### src/rtl/dff_exerciser.sv
// dff_exerciser: sweeps en/d over 8 states to exercise a downstream enabled D flip-flop.
// Define DFF_EXERCISER_CHECK_EN to compile in the q checker and error counter.
module dff_exerciser #(
    parameter int NUM_PASSES = 2,
    parameter int ERR_W      = 8
) (
    input  logic             clk,
    input  logic             rst,
    input  logic             start,
    input  logic             q,
    output logic             en,
    output logic             d,
    output logic [2:0]       state,
    output logic             busy,
    output logic             done,
    output logic [ERR_W-1:0] err_count,
    output logic             pass
);
    typedef enum logic [1:0] {IDLE, RUN, DRAIN, DONE} fsm_t;
    fsm_t fsm;
    logic [3:0] pcnt;
    logic       dcnt;
    logic [2:0] nxt;
    assign nxt  = state + 3'd1;
    assign busy = fsm == RUN || fsm == DRAIN;
    assign done = fsm == DONE;
    always_ff @(posedge clk) begin
        if (rst) begin
            fsm   <= IDLE;
            en    <= 1'b0;
            d     <= 1'b0;
            state <= 3'd0;
            pcnt  <= 4'd0;
            dcnt  <= 1'b0;
        end else begin
            case (fsm)
                IDLE, DONE: if (start) begin
                    fsm   <= RUN;
                    state <= 3'd1;
                    en    <= 1'b1;
                    d     <= 1'b0;
                    pcnt  <= 4'd0;
                end
                RUN: if (state == 3'd0 && pcnt == 4'(NUM_PASSES - 1)) begin
                    fsm   <= DRAIN;
                    en    <= 1'b0;
                    d     <= 1'b0;
                    dcnt  <= 1'b0;
                end else begin
                    state <= nxt;
                    en    <= nxt[2] ^ nxt[0];
                    d     <= nxt[1];
                    pcnt  <= state == 3'd0 ? pcnt + 4'd1 : pcnt;
                end
                DRAIN: begin
                    dcnt <= 1'b1;
                    fsm  <= dcnt ? DONE : DRAIN;
                end
                default: fsm <= IDLE;
            endcase
        end
    end
`ifdef DFF_EXERCISER_CHECK_EN
    // q_exp tracks what the flip-flop should hold after each edge
    logic q_exp, valid;
    always_ff @(posedge clk) begin
        if (rst) begin
            q_exp     <= 1'b0;
            valid     <= 1'b0;
            err_count <= '0;
        end else if ((fsm == IDLE || fsm == DONE) && start) begin
            valid     <= 1'b0;
            err_count <= '0;
        end else if (busy) begin
            q_exp <= en ? d : q_exp;
            valid <= valid | en;
            if (valid && q != q_exp && err_count != {ERR_W{1'b1}})
                err_count <= err_count + 1'b1;
        end
    end
    assign pass = done && err_count == '0;
`else
    logic unused_q;
    assign unused_q  = q;
    assign err_count = '0;
    assign pass      = done;
`endif
endmodule

### config.mk
export PLATFORM = sky130hd
export DESIGN_NAME = dff_exerciser
export DESIGN_NICKNAME = d
export VERILOG_FILES = /design/src/rtl/dff_exerciser.sv
export SDC_FILE = /design/constraint.sdc
export NUM_CORES = 1
export LEC_CHECK = 0
export ABC_AREA = 1
export CAP_MARGIN = 20
export CORE_ASPECT_RATIO = 0.9
export CORE_MARGIN = 10
export CORE_UTILIZATION = 45
export CTS_BUF_LIST = sky130_fd_sc_hd__clkbuf_2
export CTS_CLUSTER_DIAMETER = 30
export DETAILED_ROUTE_END_ITERATION = 8
export GPL_TIMING_DRIVEN = 0
export MAX_ROUTING_LAYER = met4
export PLACE_DENSITY_LB_ADDON = 0.3
export RECOVER_POWER = 25
export SETUP_SLACK_MARGIN = 0.2
export SYNTH_ARGS = -nofsm -noshare
export SYNTH_HDL_FRONTEND = slang
export SYNTH_SLANG_ARGS = --single-unit
export TNS_END_PERCENT = 30
### constraint.sdc
create_clock -name clk -period 2.3 [get_ports clk]
set_input_delay 0.345 -clock clk [delete_from_list [all_inputs] [get_ports clk]]
set_output_delay 0.345 -clock clk [all_outputs]
set_load 0.01 [all_outputs]
==> reports/qor.yml <==
crit_fanout: 4
cp.required_ps: 1960
hold_depth: 2
setup_tns_ps: 0
dp_slack_ps: 510.4
synthToLayoutAreaGrowth_pct: 14.34
hp-class: "primary input to register"
path_clk_slew_ps: 120
total_power_w: 0.001266
p_sw_w: 0.0006174
vias_per_cell: 4.659
max_cap_violations: 0
hp-start: "rst"
ant_nets: 0
grt_pass1_wl_microns: 2946
synth_warnings: 0
cts_root_buf: "clkbuf_2"
finalNetCount: 154
route.detailed.drc: 0
min_to: "state[2]$_SDFFE_PP0P_"
drt_iter0_drc: 22
grt_max_degree: 9
pin_count: 20
grt_pass1_vias: 714
clk_path_buf_depth: 2
grtUsageMet2_pct: 13.74
core_area_sq_um: 1914
cts_buffers: 3
diodes: 0
maxSlewViolCount: 0
globalplace.congestion: 0.8528
ctsHoldBuffers: 0
pwr-share-seq_pct: 27.6
worstSetupPathType: "register to output pin"
setup_violations: 0
die_area_sq_um: 4214
period_needed_ps: 1838
die_x_microns: 67.33
num_rows: 15
cts.sink_count: 12
drt_wl_total_microns: 1699
crit_path_start_kind: "register"
cellPowerDensity_nw_per_um2: 1221
busiest_layer: "met2"
grt_overflow: 0
path_depth: 3
layout-drive-gt1-share_pct: 20.42
r2r_slack_ps: 600
final_common_cell: "nand2_1"
clock_latency_ps: 280
wl_per_cell_microns: 10.17
grt_use_met1_pct: 9.707
switching_share_pct: 48.75
finalCritPeriodShare_pct: 79.90
arrival_ps: 1490
synth_top_area_cell: "dfxtp_1"
cts_resized: 1
rsz0062_at_grt: "no"
slowest_stage: "clkdlybuf4s50_1"
reg2reg_from: "state[0]$_SDFFE_PP0P_"
synthCells: 122
r2r_end: "en$_SDFFE_PP0P_"
most-common-layout-cells: "nand2_1, inv_1, dfxtp_1, nor2_1, buf_4"
pwr-share-clk_pct: 9.0
skew_ps: 4.004
max_stage_delay_ps: 530
fin_ws_ps: 462.4
outcome: "finished, final reports clean"
synth.avg_cell_area_sq_um: 7.435
vdd_drop_max_mv: 0.7527
reg2reg_depth: 9
synth.top_cell.area_share_pct: 26.48
cts_tree: "yes"
crit_chain: "ha_1 -> buf_4 -> clkdlybuf4s50_1"
hold_violations: 0
pwr-share-comb_pct: 63.5
start_util_pct: 47.39
p_leak_nw: 0.5009
netlist_area_sq_um: 907.1
yosysSeqAreaShare_pct: 26.48
io_buffers: 9
num_vias: 778
ys_types: 21
synth_area_leaders: "dfxtp_1, nand2_1, ha_1"
grt_use_total_pct: 8.846
max_freq_mhz: 544.2
h-tree-depth: 1
intPower_w: 0.0006491
whs_ps: 443.4
post_cts_buffers: 0
place_hpwl_microns: 1389
ys_ff_latch: 12
cp_top_family: "buffers and inverters"
grt_util_met3_pct: 2.867
grt_antenna_before_repair: 0
first_pass_iters: 4
n_fill_cell: 207
die_h_microns: 62.60
endpoint_kind: "output pin"
critical_path_buf_inv_count: 2
-- layout make-up --
class / instances / area, sq um / area share [%]
Multi-Input combinational cell: 85 / 496.7 / 47.89
Clock buffer: 3 / 15.01 / 1.448
Sequential cell: 12 / 240.2 / 23.16
Buffer: 11 / 82.58 / 7.961
Timing Repair Buffer: 9 / 88.84 / 8.565
Tap cell: 25 / 31.28 / 3.016
Clock inverter: 1 / 3.754 / 0.3619
Inverter: 21 / 78.83 / 7.600
-- sequential cells by signal, indices dropped and copies added (netlist names) --
name   flops
fsm        2
state      3
en         1
d          1
pcnt       4
dcnt       1
-- metrics by stage --
stage	util, %	std cells	area, sq um
final	54.18	167	1037
after global routing	54.18	167	1037
after CTS	56.01	167	1072
after detailed placement	55.10	163	1055
after global placement	55.10	163	1055
after floorplan	-	129	933.4
-- synth_stat cells --
library cell   n
a21oi_1        6
a21oi_2        3
buf_1          1
buf_4          9
buf_6          1
conb_1         1
dfxtp_1       12
ha_1           7
inv_1         16
inv_2          5
nand2_1       27
nand2_2        2
nand2_4        1
nand3_1        5
nand3_2        2
nand4_1        6
nand4_4        1
nor2_1        10
nor2_4         4
nor2_8         2
or2_1          1
-- power by group through the flow --
stage          clock network (W)  logic (W)  registers (W)
5_1_grt                 0.000124   0.000908       0.000363
3_5_place_dp                   0   0.000869       0.000355
3_3_place_gp                   0   0.000853       0.000351
2_1_floorplan                  0   0.000671       0.000353
4_1_cts                 0.000118   0.000862       0.000350
6_report                0.000113   0.000804       0.000349
-- worst max path at each step --
stage                              from              endpoint
finish              fsm[1]$_SDFFE_PP0P_                  pass
CTS                 fsm[0]$_SDFFE_PP0P_                  busy
floorplan           fsm[0]$_SDFFE_PP0P_  pcnt[2]$_SDFFE_PP0P_
global placement    fsm[0]$_SDFFE_PP0P_                  busy
global route        fsm[0]$_SDFFE_PP0P_                  busy
detailed placement  fsm[0]$_SDFFE_PP0P_                  busy
-- logic make-up after synthesis --
| family | share of synthesized area (%) |
|---|---|
| simple gates | 39.45 |
| buf+inv | 17.79 |
| flops | 26.48 |
| compound gates | 6.208 |
| fa+ha+maj | 9.655 |
| other cells | 0.4134 |
-- layer usage --
metal  part of all wire [%]  vias up
li1                       -      400
met1                     43      357
met2                     49       16
met3                    5.2        5
met4                    2.4        0
met5                      0        -
No activity file was read; power rests on OpenSTA's default activity.
